--- config.mk ---
export PLATFORM = sky130hd
export DESIGN_NAME = gbp_ghist
export DESIGN_NICKNAME = d
export VERILOG_FILES = /design/src/rtl/gbp_ghist.sv
export SDC_FILE = /design/constraint.sdc
export NUM_CORES = 1
export LEC_CHECK = 0
export CORE_ASPECT_RATIO = 1.5
export CORE_UTILIZATION = 50
export CTS_CLUSTER_DIAMETER = 100
export DETAILED_ROUTE_END_ITERATION = 10
export PLACE_DENSITY = 0.79
export SETUP_SLACK_MARGIN = 0.1
export SYNTH_ARGS = -nofsm -noshare
export SYNTH_HDL_FRONTEND = slang
export SYNTH_SLANG_ARGS = --single-unit
--- constraint.sdc ---
create_clock -name clk_i -period 3.3 [get_ports clk_i]
set_input_delay 0.66 -clock clk_i [delete_from_list [all_inputs] [get_ports clk_i]]
set_output_delay 0.66 -clock clk_i [all_outputs]
set_load 0.01 [all_outputs]
--- src/rtl/gbp_ghist.sv ---
// Speculative global-history register for the gbp predictor, with one
// checkpoint per in-flight predicted branch so a mispredict can rebuild the history.
module gbp_ghist #(
    parameter int HIST_BITS  = 8,
    parameter int INDEX_BITS = 8,
    parameter int PC_OFFSET  = 1,
    parameter int VLEN       = 39,
    parameter int CKPT_DEPTH = 8
) (
    input  logic                          clk_i,
    input  logic                          rst_ni,
    input  logic                          flush_bp_i,
    input  logic                          debug_mode_i,
    input  logic [VLEN-1:0]               vpc_i,
    input  logic                          predict_valid_i,
    input  logic                          predict_taken_i,
    output logic                          predict_ready_o,
    input  logic                          resolve_valid_i,
    input  logic                          resolve_taken_i,
    input  logic                          resolve_mispredict_i,
    output logic [INDEX_BITS-1:0]         index_o,
    output logic [HIST_BITS-1:0]          ghist_o,
    output logic [$clog2(CKPT_DEPTH):0]   occupancy_o,
    output logic                          resolve_err_o
);

    localparam int PW = $clog2(CKPT_DEPTH);
    localparam int CW = PW + 1;

    logic [HIST_BITS-1:0] ghist_q, ghist_d;
    logic [PW-1:0]        wrPtr_q, wrPtr_d;
    logic [PW-1:0]        rdPtr_q, rdPtr_d;
    logic [CW-1:0]        count_q, count_d;
    logic                 err_q, err_d;
    logic [HIST_BITS-1:0] ckpt_q [CKPT_DEPTH];

    logic                 push;
    logic                 pop;
    logic [HIST_BITS-1:0] oldest;
    logic                 unused;

    assign predict_ready_o = (count_q != CW'(CKPT_DEPTH));
    assign push            = predict_valid_i & predict_ready_o & ~debug_mode_i;
    assign pop             = resolve_valid_i & (count_q != '0);
    assign oldest          = ckpt_q[rdPtr_q];

    assign index_o       = vpc_i[PC_OFFSET+INDEX_BITS-1:PC_OFFSET] ^ INDEX_BITS'(ghist_q);
    assign ghist_o       = ghist_q;
    assign occupancy_o   = count_q;
    assign resolve_err_o = err_q;

    assign unused = ^{vpc_i[VLEN-1:PC_OFFSET+INDEX_BITS], vpc_i[PC_OFFSET-1:0],
                      oldest[HIST_BITS-1]};

    // Flush beats recovery, recovery beats the ordinary push/pop traffic.
    always_comb begin
        ghist_d = ghist_q;
        wrPtr_d = wrPtr_q;
        rdPtr_d = rdPtr_q;
        count_d = count_q;
        err_d   = err_q | (resolve_valid_i & (count_q == '0));
        if (flush_bp_i) begin
            ghist_d = '0;
            wrPtr_d = '0;
            rdPtr_d = '0;
            count_d = '0;
        end else if (pop && resolve_mispredict_i) begin
            // Younger branches are squashed, so every checkpoint is discarded.
            ghist_d = {oldest[HIST_BITS-2:0], resolve_taken_i};
            wrPtr_d = '0;
            rdPtr_d = '0;
            count_d = '0;
        end else begin
            if (push) begin
                ghist_d = {ghist_q[HIST_BITS-2:0], predict_taken_i};
                wrPtr_d = wrPtr_q + PW'(1);
            end
            if (pop) begin
                rdPtr_d = rdPtr_q + PW'(1);
            end
            count_d = count_q + CW'(push) - CW'(pop);
        end
    end

    always_ff @(posedge clk_i) begin
        if (!rst_ni) begin
            ghist_q <= '0;
            wrPtr_q <= '0;
            rdPtr_q <= '0;
            count_q <= '0;
            err_q   <= 1'b0;
        end else begin
            ghist_q <= ghist_d;
            wrPtr_q <= wrPtr_d;
            rdPtr_q <= rdPtr_d;
            count_q <= count_d;
            err_q   <= err_d;
        end
    end

    // Checkpoint storage needs no reset; the pointers decide which entries are live.
    always_ff @(posedge clk_i) begin
        if (push) begin
            ckpt_q[wrPtr_q] <= ghist_q;
        end
    end

endmodule
==> results of run 1 <==
==> logic make-up (layout without fill, tap and decap cells) <==
kind of cell,Yosys count,count (layout),synth area share [%]
XOR/XNOR,14,14,3.82
buffers and inverters,19,73,3.28
flip-flops,78,78,66.2
adder cells (fa/ha/maj),9,9,3.75
multiplexers,14,14,9.83
AND/OR/NAND/NOR,55,55,8.54
AO/OA/AOI/OAI,20,20,4.60
==> layer usage <==
metal  GRT usage [%]  vias up  wire [um]
met5               0        -          0
met4            11.1        0        209
met3            5.80       18        226
met2            36.2       55       3380
met1            24.4      950       2460
li1                -      878          -
==> state kept, by name (all words and copies together) (netlist names), named ones only <==
name and count:
ghist_o 8, rdPtr_q 3, occupancy_o 4, ckpt_q 56
resolve_err_o 1, wrPtr_q 3
==> cells in the mapped netlist <==
library cell  number  area share (%)
or3b_4             1            0.35
xor2_1            12             3.3
clkbuf_1           1            0.12
a21oi_2            1            0.27
nor4_1             1            0.20
nand3_2            1            0.31
buf_4              2            0.47
buf_1              1            0.12
ha_1               8             3.1
buf_12             1            0.62
xnor2_1            2            0.55
nand2_1           22             2.6
nand4_2            1            0.39
a21oi_1            2            0.31
buf_2              4            0.62
nand2b_1           4            0.78
nand3_1            3            0.47
a311oi_1           8             2.2
nor2b_1            1            0.20
inv_1              9             1.1
o22ai_1            7             1.4
inv_6              1            0.27
o21a_1             1            0.23
nor2_1            14             1.6
dfxtp_1           22              14
nor3_1             4            0.62
a21o_1             1            0.23
fa_1               1            0.62
or3b_1             1            0.27
edfxtp_1          56              52
nand4b_2           1            0.47
and2_4             1            0.27
mux4_2            14             9.8
==> power by group <==
| part | internal [mW] | total [mW] | switching [mW] | leakage [nW] |
|---|---|---|---|---|
| clock network | 0.506 | 0.839 | 0.333 | 0.114 |
| registers | 1.08 | 1.12 | 0.0395 | 0.754 |
| logic | 0.154 | 0.296 | 0.142 | 0.547 |
| total | 1.74 | 2.25 | 0.515 | 1.42 |
==> layout make-up <==
type | count | area share (%)
Sequential cell | 78 | 54.1
Multi-Input combinational cell | 112 | 25.0
Timing Repair Buffer | 47 | 11.4
Clock buffer | 11 | 3.35
Clock inverter | 5 | 2.71
Tap cell | 74 | 2.36
Inverter | 10 | 1.08
==> per-stage QoR <==
stage / utilization (%) / power [mW] / instances
final: 63.5 / 2.25 / 337
after global placement: 59.7 / 1.43 / 321
after CTS: 63.5 / 2.26 / 337
after global routing: 63.5 / 2.34 / 337
after floorplan: - / 1.32 / 209
after detailed placement: 59.7 / 1.44 / 321
==> final timing paths <==
kind / start / depth (start not counted) / end / slack [ps]
max: vpc_i[8] / 3 / index_o[7] / 650
min: resolve_err_o$_SDFF_PN0_ / 1 / resolve_err_o$_SDFF_PN0_ / 480
max reg2reg: occupancy_o[2]$_SDFF_PP0_ / 12 / occupancy_o[2]$_SDFF_PP0_ / 720
min reg2reg: resolve_err_o$_SDFF_PN0_ / 1 / resolve_err_o$_SDFF_PN0_ / 480
==> qor.yml, run 1 <==
status: "completed"
avgRoutedWirePerCell_um: 18.6
drv_cap: 0
track_usage_pct: 21.5
cp.arrival_ps: 1990
cts_resized: 0
nNetsFinal: 315
ys_warn_count: 0
finalHoldViolations: 0
fin_crit_ps: 2650
vdd_ir_drop_max_uv: 341
crit_buf_inv: 2
cts_tree: "done"
vias: 1901
antenna_cells_inserted: 0
end_kind: "primary output"
post-route-period-util_pct: 80.3
syn_inst: 209
holdBufCountCts: 0
fin_setup_tns_ps: 0
cts_setup_buffers: 0
io_buffer_count: 38
final_cell_mix: "edfxtp_1, clkdlybuf4s50_1, nand2_1, dfxtp_1"
area_growth_pct: 22.3
slew_headroom_pct: 35.7
layout_commonest_cell: "edfxtp_1"
grt_max_degree: 15
cts_root_buffer: "clkbuf_8"
hold_slack_ps: 478
numCtsBuffers: 9
min_path_type: "flop to flop"
antenna_found_initial: 0
start_util_pct: 51.9
ys_types: 33
drv_slew: 0
grt_pass1_vias: 1999
dpl_cell_area_um2: 3680
dieHeight_um: 100
cp-start-kind: "primary input"
gp_routability_congestion: 0.779
drc_errors: 0
place_ws_ps: 333
dieWidth_um: 67.4
setup_viol: 0
fill_cells: 438
postLayoutCellArea_um2: 3920
clkTransAtPathRegs_ps: 70
htreeDepth: 3
ant_nets: 0
power_density_nw_per_um2: 574
drt-total-wl_um: 6280
overflow: 0
dp_hpwl_um: 4190
synth_area_um2: 3210
critPathMaxStageDelay_ps: 590
synth_nets: 266
critPathTopFamily: "buffers and inverters"
clock_path_buffers: 2
worstPathMaxFanout: 1
finalWorstSetupSlack_ps: 651
core_area_um2: 6170
fmax_mhz: 378
cp_slowest_cell: "clkdlybuf4s50_1"
critPathRequiredTime_ps: 2640
seq_area_um2: 2120
first_pass_iters: 4
rows: 35
clock-sinks: 78
worstSetupPathType: "primary input to primary output"
io_pins: 70
crit_chain: "clkdlybuf4s50_1, xor2_1, clkdlybuf4s50_1"
seq_area_frac_synth_pct: 66.2
drive_gt1_share_pct: 16.7
leakage_nw: 1.42
grt_pass1_wl_um: 9890
drt_iter0_markers: 81
die_area_um2: 6740
skew_ps: 7.41
rsz0062_at_grt: "no"
vias_per_cell: 5.64
syn_area_per_cell_um2: 15.3
multi_input_area_um2: 980
yosys_register_bits: 78
worst_pin_slew_ps: 964
clk_latency_ps: 340
cpMostUsedCell: "clkdlybuf4s50_1"
No activity file was read; power rests on OpenSTA's default activity.
==> inputs of run 2 (changes only) <==
Clock period 3.3 ns to 2.67 ns, I/O delays scaled along.
==> run 2 against run 1 <==
Compared with the run above:
- non-clock buffer count is 8 higher
- global-route usage is 0.43 points higher
- clock-buffer cell count is 1 higher
- via count is 2.2% higher
- core utilization is 0.28 points higher
==> qor.yml, run 2 (synthesis gave the netlist of run 1 again) <==
drv_slew: 0
dp_hpwl_um: 4400
overflow: 0
antenna_cells_inserted: 0
setup_viol: 0
first_pass_iters: 4
vias: 1942
dieHeight_um: 100
hold_slack_ps: 476
power_density_nw_per_um2: 667
track_usage_pct: 21.9
core_area_um2: 6170
worstSetupEndpoint: "index_o[7]"
clk_latency_ps: 340
clock_path_buffers: 2
drt_iter0_markers: 112
postLayoutCellArea_um2: 3940
layout_commonest_cell: "edfxtp_1"
critPathLaunch: "vpc_i[8]"
gp_routability_congestion: 0.798
drive_gt1_share_pct: 19.6
dieWidth_um: 67.4
vdd_ir_drop_max_uv: 466
rows: 35
seq_area_um2: 2120
end_kind: "primary output"
final_cell_mix: "edfxtp_1, clkdlybuf4s50_1, dfxtp_1, nand2_1, buf_4"
clock-sinks: 78
reg2reg_setup_slack_ps: 320
fill_cells: 444
multi_input_area_um2: 982
finalHoldViolations: 0
worst_pin_slew_ps: 691
io_pins: 70
status: "completed"
worstReg2RegStart: "occupancy_o[2]$_SDFF_PP0_"
fin_crit_ps: 2370
finalWorstSetupSlack_ps: 297
critPathRequiredTime_ps: 2140
min_path_type: "flop to flop"
fmax_mhz: 421
grt_pass1_vias: 1967
die_area_um2: 6740
cp-start-kind: "primary input"
drt-total-wl_um: 6360
area_growth_pct: 22.9
place_ws_ps: 23.9
rsz0062_at_grt: "no"
grt_pass1_wl_um: 10100
grt_max_degree: 15
worstSetupPathType: "primary input to primary output"
htreeDepth: 3
io_buffer_count: 38
antenna_found_initial: 0
dpl_cell_area_um2: 3740
nNetsFinal: 323
reg2reg_depth: 12
cts_tree: "done"
post-route-period-util_pct: 88.9
worstPathMaxFanout: 1
reg2reg_to: "occupancy_o[2]$_SDFF_PP0_"
vias_per_cell: 5.63
slew_headroom_pct: 53.9
cp.arrival_ps: 1840
largest_register: "ckpt_q"
cts_root_buffer: "clkbuf_8"
largest_reg_flops: 56
avgRoutedWirePerCell_um: 18.4
numCtsBuffers: 9
ant_nets: 0
fin_setup_tns_ps: 0
leakage_nw: 1.44
drc_errors: 0
skew_ps: 9.68
drv_cap: 0
start_util_pct: 51.9
clkTransAtPathRegs_ps: 70
==> run 2: cell count changes in the layout (fill, tap and decap cells not counted) <==
| cell | before | now |
|---|---|---|
| clkbuf_8 | 9 | 10 |
| inv_6 | 2 | 1 |
| clkinv_2 | 0 | 2 |
| buf_4 | 9 | 17 |
| bufinv_16 | 3 | 1 |
| nand2_2 | 0 | 1 |
| nand2_1 | 22 | 21 |
==> run 2: worst min path at each step <==
stage	from	to	slack (ps)	depth (start not counted)
after floorplan	rdPtr_q[1]$_SDFFE_PP0P_	flop	450	2
after global placement	resolve_err_o$_SDFF_PN0_	resolve_err_o$_SDFF_PN0_	450	1
after global routing	resolve_err_o$_SDFF_PN0_	resolve_err_o$_SDFF_PN0_	490	1
after CTS	resolve_err_o$_SDFF_PN0_	resolve_err_o$_SDFF_PN0_	480	1
after detailed placement	resolve_err_o$_SDFF_PN0_	resolve_err_o$_SDFF_PN0_	460	1
final	resolve_err_o$_SDFF_PN0_	resolve_err_o$_SDFF_PN0_	480	1
==> run 2: cell type report <==
class,count,area share (%)
repair buffers,55,12.9
well taps,74,2.35
clock buffers,12,3.68
multi-input cells,112,24.9
clock inverters,4,1.21
inverters,10,1.08
flip-flops and latches,78,53.9
==> run 2: per-layer routing <==
metal  wire length [um]  global-route usage (%)
met5                  0                       0
met4                 79                    11.3
met2               3490                    34.7
met1               2290                    27.5
met3                496                    5.34
==> run 2: through the flow <==
stage                     total power [mW]  instances  util, %
final                                 2.63        345     63.8
after global routing                  2.74        345     63.8
after CTS                             2.64        344     63.6
after detailed placement              1.80        328     60.5
after global placement                1.79        328     60.5
after floorplan                       1.63        209        -
==> run 2: worst max-delay path, stage by stage <==
cell,delay (ps)
clkdlybuf4s50_1,470
xor2_1,250
clkdlybuf4s50_1,590
==> run 2: timing repair <==
item                       in CTS  in global routing
buffers inserted                0                  1
gates resized for setup         0                  1
hold buffers                    0                  0
setup endpoints to repair       0                  1
==> run 2: where the power goes <==
part / internal [mW] / leakage, nW / total, mW / switching [mW]
registers: 1.33 / 0.754 / 1.36 / 0.0321
logic: 0.215 / 0.587 / 0.417 / 0.201
clock network: 0.455 / 0.0964 / 0.850 / 0.395
total: 2.00 / 1.44 / 2.63 / 0.628
==> inputs of run 3 (changes only) <==
Settings changed: MAX_ROUTING_LAYER from default to met4.
==> run 3 against run 2 <==
Compared with the run above:
- register-to-register slack about the same
- worst setup slack worse by 49 ps
- non-clock buffer count unchanged
- fmax down 2.0%
- highest routed layer unchanged
- routed wire length up 0.25%
- core utilization unchanged
==> qor.yml, run 3 (synthesis gave the netlist of run 1 again) <==
cp_slowest_cell: "clkdlybuf4s50_1"
core_area_um2: 6170
largest_reg_flops: 56
worstSetupPathType: "primary input to primary output"
overflow: 0
drv_slew: 0
drt_iter0_markers: 117
holdBufCountCts: 0
clk_latency_ps: 340
worst_pin_slew_ps: 683
antenna_found_initial: 0
rsz0062_at_grt: "no"
start_util_pct: 51.9
fmax_mhz: 413
dp_cells: 328
clock_path_buffers: 2
skew_ps: 8.58
htreeDepth: 3
cts_root_buffer: "clkbuf_8"
setup_viol: 0
vias_per_cell: 5.67
dieHeight_um: 100
largest_register: "ckpt_q"
place_ws_ps: 23.9
end_kind: "primary output"
nNetsFinal: 323
cp.arrival_ps: 1890
slew_headroom_pct: 54.4
drt-total-wl_um: 6370
drive_gt1_share_pct: 19.6
crit_chain: "clkdlybuf4s50_1, xor2_1, clkdlybuf4s50_1"
critPathMaxStageDelay_ps: 600
drc_errors: 0
avgRoutedWirePerCell_um: 18.5
clock-sinks: 78
die_area_um2: 6740
track_usage_pct: 22.5
grt_pass1_vias: 1961
finalWorstSetupSlack_ps: 248
post-route-period-util_pct: 90.7
vdd_ir_drop_max_uv: 465
worstPathMaxFanout: 1
io_buffer_count: 38
crit_buf_inv: 2
cts_tree: "done"
vias: 1955
status: "completed"
dieWidth_um: 67.4
worstReg2RegStart: "occupancy_o[2]$_SDFF_PP0_"
min_path_type: "flop to flop"
power_density_nw_per_um2: 667
finalHoldViolations: 0
fill_cells: 444
layout_commonest_cell: "edfxtp_1"
critPathLaunch: "vpc_i[8]"
first_pass_iters: 4
clkTransAtPathRegs_ps: 70
rows: 35
hold_start: "resolve_err_o$_SDFF_PN0_"
grt_max_degree: 15
critPathRequiredTime_ps: 2140
antenna_cells_inserted: 0
final_cell_count_no_fill: 345
ant_nets: 0
fin_crit_ps: 2420
dp_hpwl_um: 4400
leakage_nw: 1.44
numCtsBuffers: 9
seq_area_um2: 2120
drv_cap: 0
io_pins: 70
gp_routability_congestion: 0.809
multi_input_area_um2: 982
fin_setup_tns_ps: 0
cpMostUsedCell: "clkdlybuf4s50_1"
final_cell_mix: "edfxtp_1, clkdlybuf4s50_1, dfxtp_1, nand2_1, buf_4"
grt_pass1_wl_um: 10000
cp-start-kind: "primary input"
critPathTopFamily: "buffers and inverters"
area_growth_pct: 22.9
run 3: cell counts in the layout (fill, tap and decap cells not counted):
Identical to the previous run, type by type.
run 3: what timing repair did:
item | in CTS | in global routing
gates resized for setup | 0 | 1
buffers inserted | 0 | 1
endpoints found under the setup margin | 0 | 1
run 3: metrics by stage:
stage	hold WS (ps)	util, %	area [um2]	total power, mW
after floorplan	449	-	3210	1.63
after global placement	453	60.5	3740	1.79
after detailed placement	458	60.5	3740	1.80
after CTS	480	63.6	3930	2.64
after global routing	493	63.8	3940	2.74
final	477	63.8	3940	2.63
run 3: metal layers:
| metal | share of wire [%] | global-route usage [%] |
|---|---|---|
| met1 | 38 | 27.0 |
| met2 | 54 | 35.1 |
| met3 | 5.0 | 5.34 |
| met4 | 2.9 | 11.3 |
| met5 | 0 | - |
run 3: cell type report:
type	instances	share of cell area, %
tap	74	2.35
clock buffer	12	3.68
timing repair buffer	55	12.9
sequential	78	53.9
multi-input combinational	112	24.9
inverter	10	1.08
clock inverter	4	1.21
run 3: report_power, final:
| group | total (mW) | internal, mW | switching, mW |
|---|---|---|---|
| registers | 1.36 | 1.33 | 0.0320 |
| logic | 0.418 | 0.215 | 0.202 |
| clock network | 0.846 | 0.455 | 0.391 |
run 3: worst paths after layout:
path,endpoint,slack (ps),depth (start not counted)
setup / recovery,index_o[7],250,3
hold / removal,resolve_err_o$_SDFF_PN0_,480,1
setup reg to reg,occupancy_o[2]$_SDFF_PP0_,320,12
hold reg to reg,resolve_err_o$_SDFF_PN0_,480,1
